$ cat config.mk
export PLATFORM = sky130hd
export DESIGN_NAME = regfile_write_queue
export DESIGN_NICKNAME = d
export VERILOG_FILES = /design/src/rtl/regfile_pkg.sv /design/src/rtl/wb_fwd_match.sv /design/src/rtl/regfile_write_queue.sv
export SDC_FILE = /design/constraint.sdc
export NUM_CORES = 1
export LEC_CHECK = 0
export CAP_MARGIN = 20
export CORE_MARGIN = 2
export CORE_UTILIZATION = 40
export DETAILED_ROUTE_END_ITERATION = 8
export PLACE_DENSITY = 0.67
export SYNTH_ARGS = -nofsm -noshare
export SYNTH_HDL_FRONTEND = slang
export SYNTH_SLANG_ARGS = --single-unit
$ cat constraint.sdc
create_clock -name clock -period 13.4 [get_ports clock]
set_input_delay 3.35 -clock clock [delete_from_list [all_inputs] [get_ports clock]]
set_output_delay 3.35 -clock clock [all_outputs]
set_load 0.05 [all_outputs]
$ cat src/rtl/regfile_pkg.sv
// rtl/regfile_pkg.sv - shared register-file types for the write-back queue
package regfile_pkg;

    localparam int NLOC  = 32;
    localparam int DBITS = 32;

    typedef logic [$clog2(NLOC)-1:0] reg_addr_t;
    typedef logic [DBITS-1:0]        reg_data_t;

    typedef struct packed {
        reg_addr_t addr;
        reg_data_t data;
    } wb_entry_t;

endpackage

$ cat src/rtl/wb_fwd_match.sv
// rtl/wb_fwd_match.sv - youngest-match lookup of one address across pending queue entries
module wb_fwd_match #(
    parameter int Depth = 4,
    parameter int AW    = 5,
    parameter int DW    = 32
) (
    input  logic [AW-1:0]            addr_arr [Depth],
    input  logic [DW-1:0]            data_arr [Depth],
    input  logic [Depth-1:0]         valid,
    input  logic [$clog2(Depth)-1:0] head,
    input  logic [AW-1:0]            lookup,
    output logic                     hit,
    output logic [DW-1:0]            data
);

    localparam int PW = $clog2(Depth);

    logic [PW-1:0] idx;

    // Walk from oldest to youngest so the last match seen is the youngest.
    always_comb begin
        hit  = 1'b0;
        data = '0;
        idx  = '0;
        for (int i = 0; i < Depth; i++) begin
            idx = head + PW'(i);
            if (valid[idx] && (addr_arr[idx] == lookup) && (lookup != '0)) begin
                hit  = 1'b1;
                data = data_arr[idx];
            end
        end
    end

endmodule

$ cat src/rtl/regfile_write_queue.sv
// rtl/regfile_write_queue.sv - in-order write-back buffer draining onto the register file write port
module regfile_write_queue
    import regfile_pkg::*;
#(
    parameter int Nloc  = NLOC,
    parameter int Dbits = DBITS,
    parameter int Depth = 4
) (
    input  logic                       clock,
    input  logic                       reset_n,
    input  logic                       in_valid,
    output logic                       in_ready,
    input  logic [$clog2(Nloc)-1:0]    in_addr,
    input  logic [Dbits-1:0]           in_data,
    input  logic                       drain_hold,
    output logic                       Werf,
    output logic [$clog2(Nloc)-1:0]    WriteAddr,
    output logic [Dbits-1:0]           WriteData,
    input  logic [$clog2(Nloc)-1:0]    ReadAddr1,
    input  logic [$clog2(Nloc)-1:0]    ReadAddr2,
    output logic                       fwd_hit1,
    output logic [Dbits-1:0]           fwd_data1,
    output logic                       fwd_hit2,
    output logic [Dbits-1:0]           fwd_data2,
    output logic [$clog2(Depth):0]     count,
    output logic                       empty
);

    localparam int AW = $clog2(Nloc);
    localparam int PW = $clog2(Depth);
    localparam int CW = PW + 1;

    logic [AW-1:0]    addr_q [Depth];
    logic [AW-1:0]    addr_d [Depth];
    logic [Dbits-1:0] data_q [Depth];
    logic [Dbits-1:0] data_d [Depth];
    logic [Depth-1:0] valid_q, valid_d;
    logic [PW-1:0]    head_q, head_d;
    logic [PW-1:0]    tail_q, tail_d;
    logic [CW-1:0]    count_q, count_d;

    logic push;
    logic alloc;

    assign count     = count_q;
    assign empty     = (count_q == '0);
    assign in_ready  = (count_q < CW'(Depth));
    assign Werf      = !empty && !drain_hold;
    assign WriteAddr = empty ? '0 : addr_q[head_q];
    assign WriteData = empty ? '0 : data_q[head_q];

    // Register 0 is hard-wired, so an accepted write to it never takes a slot.
    assign push  = in_valid && in_ready;
    assign alloc = push && (in_addr != '0);

    always_comb begin
        addr_d  = addr_q;
        data_d  = data_q;
        valid_d = valid_q;
        head_d  = head_q;
        tail_d  = tail_q;
        if (alloc) begin
            addr_d[tail_q]  = in_addr;
            data_d[tail_q]  = in_data;
            valid_d[tail_q] = 1'b1;
            tail_d          = tail_q + PW'(1);
        end
        if (Werf) begin
            valid_d[head_q] = 1'b0;
            head_d          = head_q + PW'(1);
        end
        count_d = count_q + CW'(alloc) - CW'(Werf);
    end

    always_ff @(posedge clock or negedge reset_n) begin
        if (!reset_n) begin
            for (int i = 0; i < Depth; i++) begin
                addr_q[i] <= '0;
                data_q[i] <= '0;
            end
            valid_q <= '0;
            head_q  <= '0;
            tail_q  <= '0;
            count_q <= '0;
        end else begin
            addr_q  <= addr_d;
            data_q  <= data_d;
            valid_q <= valid_d;
            head_q  <= head_d;
            tail_q  <= tail_d;
            count_q <= count_d;
        end
    end

    wb_fwd_match #(.Depth(Depth), .AW(AW), .DW(Dbits)) u_fwd1 (
        .addr_arr (addr_q),
        .data_arr (data_q),
        .valid    (valid_q),
        .head     (head_q),
        .lookup   (ReadAddr1),
        .hit      (fwd_hit1),
        .data     (fwd_data1)
    );

    wb_fwd_match #(.Depth(Depth), .AW(AW), .DW(Dbits)) u_fwd2 (
        .addr_arr (addr_q),
        .data_arr (data_q),
        .valid    (valid_q),
        .head     (head_q),
        .lookup   (ReadAddr2),
        .hit      (fwd_hit2),
        .data     (fwd_data2)
    );

endmodule

* Yosys cells after proc, flatten, opt, wreduce, memory -nomap -nowiden
Index checks and enable logic that the tools add are counted.
Word-level totals: bits in registers 159, input port bits 51, word-level logic and storage cells 138
Operators by class: add/subtract/negate cells 6, order comparisons 14, equality and inequality tests 8, muxes and demuxes 62, bitwise gates (word level) 8, reductions and logical operators 28
Operators with widths (count):
- 2-to-1 mux 32 bit | 18
- binary-select mux 32 bit (select 2 bit) | 4
- bitwise mux 128 bit | 1
- demux 32 bit (select 2 bit) | 1
- 2-to-1 mux 5 bit | 10
- binary-select mux 5 bit (select 2 bit) | 4
- equality test 5 bit | 8
- logical AND 1 bit | 22
- bitwise mux 20 bit | 1
- greater-or-equal comparator 3 bit (second input constant) | 5
- < comparator 2 x 3 -> 1 bit (second input constant) | 5
- NOT 2 -> 3 bit | 5
- nonzero test 5 bit | 3
- 2-to-1 mux 1 bit | 14
- demux 5 bit (select 2 bit) | 1
- binary-select mux 1 bit (select 2 bit) | 4
- 2-to-1 mux 4 bit | 2
- adder 2 x 1 -> 2 bit (second input constant) | 2
- adder 2 bit (second input constant) | 2
- bitwise AND 4 bit | 1
- demux 1 bit (select 2 bit) | 2
- greater-or-equal comparator 2 x 1 -> 1 bit (second input constant) | 2
- NOT 4 bit | 1
- bitwise OR 4 bit | 1
- other kinds (6) | 7

* Logic depth before layout (Yosys ltp)
word-level depth 11, mapped depth 17, gate-level depth less buffers 8

* Hierarchy
From an unflattened synthesis, not the netlist that was laid out.
Unflattened totals: cell total of the unflattened synthesis 1766, area, all modules 18037.3 um^2
By module, submodules not included:
- wb_fwd_match | times used 2, cells each 654, area an instance 5387.7 um^2
- regfile_write_queue | times used 1, cells each 458, area an instance 7262.0 um^2

* Worst setup path after synthesis
No wires, ideal clock.
kind input to output, start point input ReadAddr1[1], end point output fwd_data1[22], arrival 6.116 ns, slack 3.934 ns, stages on the path 9, cell sequence clkbuf_1 > nor4_1 > a211oi_1 > o21ai_0 > or2_1 > buf_2 > buf_2 > a31oi_1 > a211oi_1
Between the ends: cells in the longest elaborated chain, start to end 7, elaborated cells between the ends (all ways) 17, those cells by class eq/ne (4); mux (4); reduce/logical (9)
Ends and longest elaborated chain:
- from (decl) | RTL line regfile_write_queue.sv:19 | input logic [$clog2(Nloc)-1:0] ReadAddr1,
- equality test 5 bit | RTL line wb_fwd_match.sv:27 | if (valid[idx] && (addr_arr[idx] == lookup) && (lookup != '0)) begin
- logical AND 1 bit (2 in a row) | RTL line wb_fwd_match.sv:27
- 2-to-1 mux 32 bit (3 in a row) | RTL line wb_fwd_match.sv:27
- 2-to-1 mux 32 bit (*) | RTL line wb_fwd_match.sv:27
- to (decl) | RTL line regfile_write_queue.sv:22 | output logic [Dbits-1:0] fwd_data1,
Every way passes the cells marked *; elsewhere a longest branch is shown, timed or not.

* Worst setup path in the final report
start point input ReadAddr1[2], end point output fwd_data1[2]
Same word-level chain as after synthesis.

==> impl_metrics.tcl <==
set metrics [dict create \
    status "completed" \
    cts_setup_buffers 0 \
    firstDrtPassIters 5 \
    holdWs_ns 0.5588 \
    cp_data_arrival_time_ns 7.57 \
    max_freq_mhz 91.60 \
    drive_above_1_share 0.3342 \
    fin_crit_sh 0.8147 \
    ys.flop_type "dfrtp_1" \
    num_io_pins 160 \
    die_w_um 183.4 \
    nNetsFinal 1204 \
    numCtsBuffers 17 \
    seq_area_frac_synth 0.3092 \
    postSynthCellCount 1052 \
    first_global_vias 10020 \
    grt-ovfl-total 0 \
    placementRows 65 \
    htreeDepth 4 \
    cp-start-kind "input port" \
    worstMarginPinSlew_ns 1.174 \
    synth-seq-cells 159 \
    cts_tree "done" \
    slowest_delay_ns 0.87 \
    cts.repair.resized 0 \
    cap_viol_max_count 0 \
    die_y_um 183.4 \
    coreArea_mm2 0.03164 \
    path_delay_family "buffers and inverters" \
    timing.slew.headroom 0.2153 \
    wl_mm 37.53 \
    gp_congestion 0.8347 \
    vias 10000 \
    pre_cts_slack_ns 2.554 \
    finalClockSkew_ns 0.01211 \
    endpoint_kind "primary output" \
    rsz0062_at_grt "false" \
    grt_start_max_net_pins 88 \
    ant_nets 0 \
    totalNegativeSetupSlack_ns 0 \
    cpMaxStageDelayCell "clkdlybuf4s50_1" \
    setup_viol 0 \
    async_flop_share 1.000 \
    antenna_found_initial 2 \
    syn_avg_cell_area_um2 12.23 \
    synth_common_cells "dfrtp_1, mux2_2, mux4_2, nand2_1, clkbuf_1" \
    yosys.area.top_type "dfrtp_1" \
    yosys-top-cells-area "dfrtp_1, mux4_2, mux2_2" \
    clockRootBuffer "clkbuf_16" \
    start_util 0.4067 \
    wl_per_cell_um 24.07 \
    final_area_mm2 0.01533 \
    dieArea_mm2 0.03362 \
    path_class "input port to primary output" \
    rrSetupSlack_ns 10.32 \
    grt_pass1_wl_mm 58.45 \
    postCtsHoldBufs 0 \
    drc 0 \
    fin_ws_ns 2.483 \
    routed_via_density 6.415 \
    synth_area_mm2 0.01287 \
    finalMaxSlewViolations 0 \
    hold_viol 0 \
    worstPathCellList "clkdlybuf4s50_1 > nor4_1 > a211oi_1 > o21ai_4 > buf_4 > or2_1 > buf_4 > a31oi_1 > a211oi_1 > clkdlybuf4s50_1" \
    placed_area_mm2 0.01463 \
    critPathMaxFanout 31 \
    cts.sinks 159 \
    synthDistinctLibCells 59 \
    synth_top_area_frac 0.3092 \
    area_delta_synth_final_pct 19.11 \
    hp-class "flop to flop" \
    syn_nets 1114 \
    yosysMostFrequentCell "dfrtp_1" \
    path_clk_slew_ns 0.07 \
    place_hpwl_mm 24.21 \
    ys_warn_count 0 \
    synth_enable_flop_cells 0 \
    clk_latency_ns 0.43 \
    port_buffers 159 \
    required_ns 10.05 \
    clk_path_buf_depth 2 \
    period_minus_slack_ns 10.92 \
    grt_usage 0.2258 \
    crit_buf_inv 4 \
    drt_iter0_drc 800 \
]
[sequential cells by signal, summed over array words and instances, names as in the netlist]
| register | flops |
|---|---|
| head_q | 2 |
| valid_q | 4 |
| addr_q | 20 |
| count | 3 |
| tail_q | 2 |
| data_q | 128 |
[final cells by class]
| cell class | count | area, um2 |
|---|---|---|
| Timing Repair Buffer | 177 | 1728 |
| Inverter | 24 | 90.09 |
| Sequential cell | 159 | 3986 |
| Fill cell | 2775 | 16310 |
| Clock inverter | 15 | 266.5 |
| Multi-Input combinational cell | 763 | 8322 |
| Tap cell | 402 | 503.0 |
| Antenna cell | 2 | 5.005 |
| Clock buffer | 17 | 425.4 |
[worst register-to-register path, delay by kind of cell (launching register included)]
family                     cells  cell delay [ns]
AOI/OAI and AO/OA              1             0.08
adders and majority gates      1             0.31
DFF                            1             0.84
buffers and inverters          2             1.70
[per-layer routing]
layer  global-route usage  routed length [um]
met4              0.05728                 545
met5                    0                   0
met2               0.3762               18380
met3              0.05302                3088
met1               0.2981               15510
[path summary, 6_finish.rpt]
| path | from | endpoint | cells after the start |
|---|---|---|---|
| worst max-delay path | ReadAddr1[2] | fwd_data1[2] | 10 |
| worst min-delay path | count[0] | count[0] | 1 |
| worst max register to register | head_q[0] | valid_q[1] | 4 |
| worst min register to register | count[0] | count[0] | 1 |
| max in group asynchronous | reset_n | head_q[1] | 2 |
| min in group asynchronous | reset_n | data_q[68] | 1 |
[metrics by stage]
step,utilization,instances
floorplan,-,1052
global placement,0.4624,1525
detailed placement,0.4624,1525
CTS,0.4843,1557
global route,0.4843,1557
finish,0.4844,1559
[kinds of logic after synthesis]
group                      share of synthesized area
muxes                                         0.4224
buffers and inverters                        0.04930
DFF                                           0.3092
xor gates and xnor gates                     0.02859
adders and majority gates                    0.01128
and+or+nand+nor                              0.09743
AOI/OAI and AO/OA                            0.08178
[cells in the final DEF, fill, tap and decap left out, drive strengths merged, types with 31 or more instances in the layout]
| cell | n |
|---|---|
| dfrtp | 159 |
| clkdlybuf4s50 | 158 |
| mux2 | 152 |
| mux4 | 148 |
| nand2 | 54 |
| nor2 | 45 |
| xnor2 | 37 |
| mux2i | 36 |
| nor3 | 33 |
| inv | 32 |
| a211oi | 31 |
| nand3 | 31 |
Power is left out: the tool's default activity adds up to more than one toggle a clock period on the data nets, which glitch-free logic cannot reach.
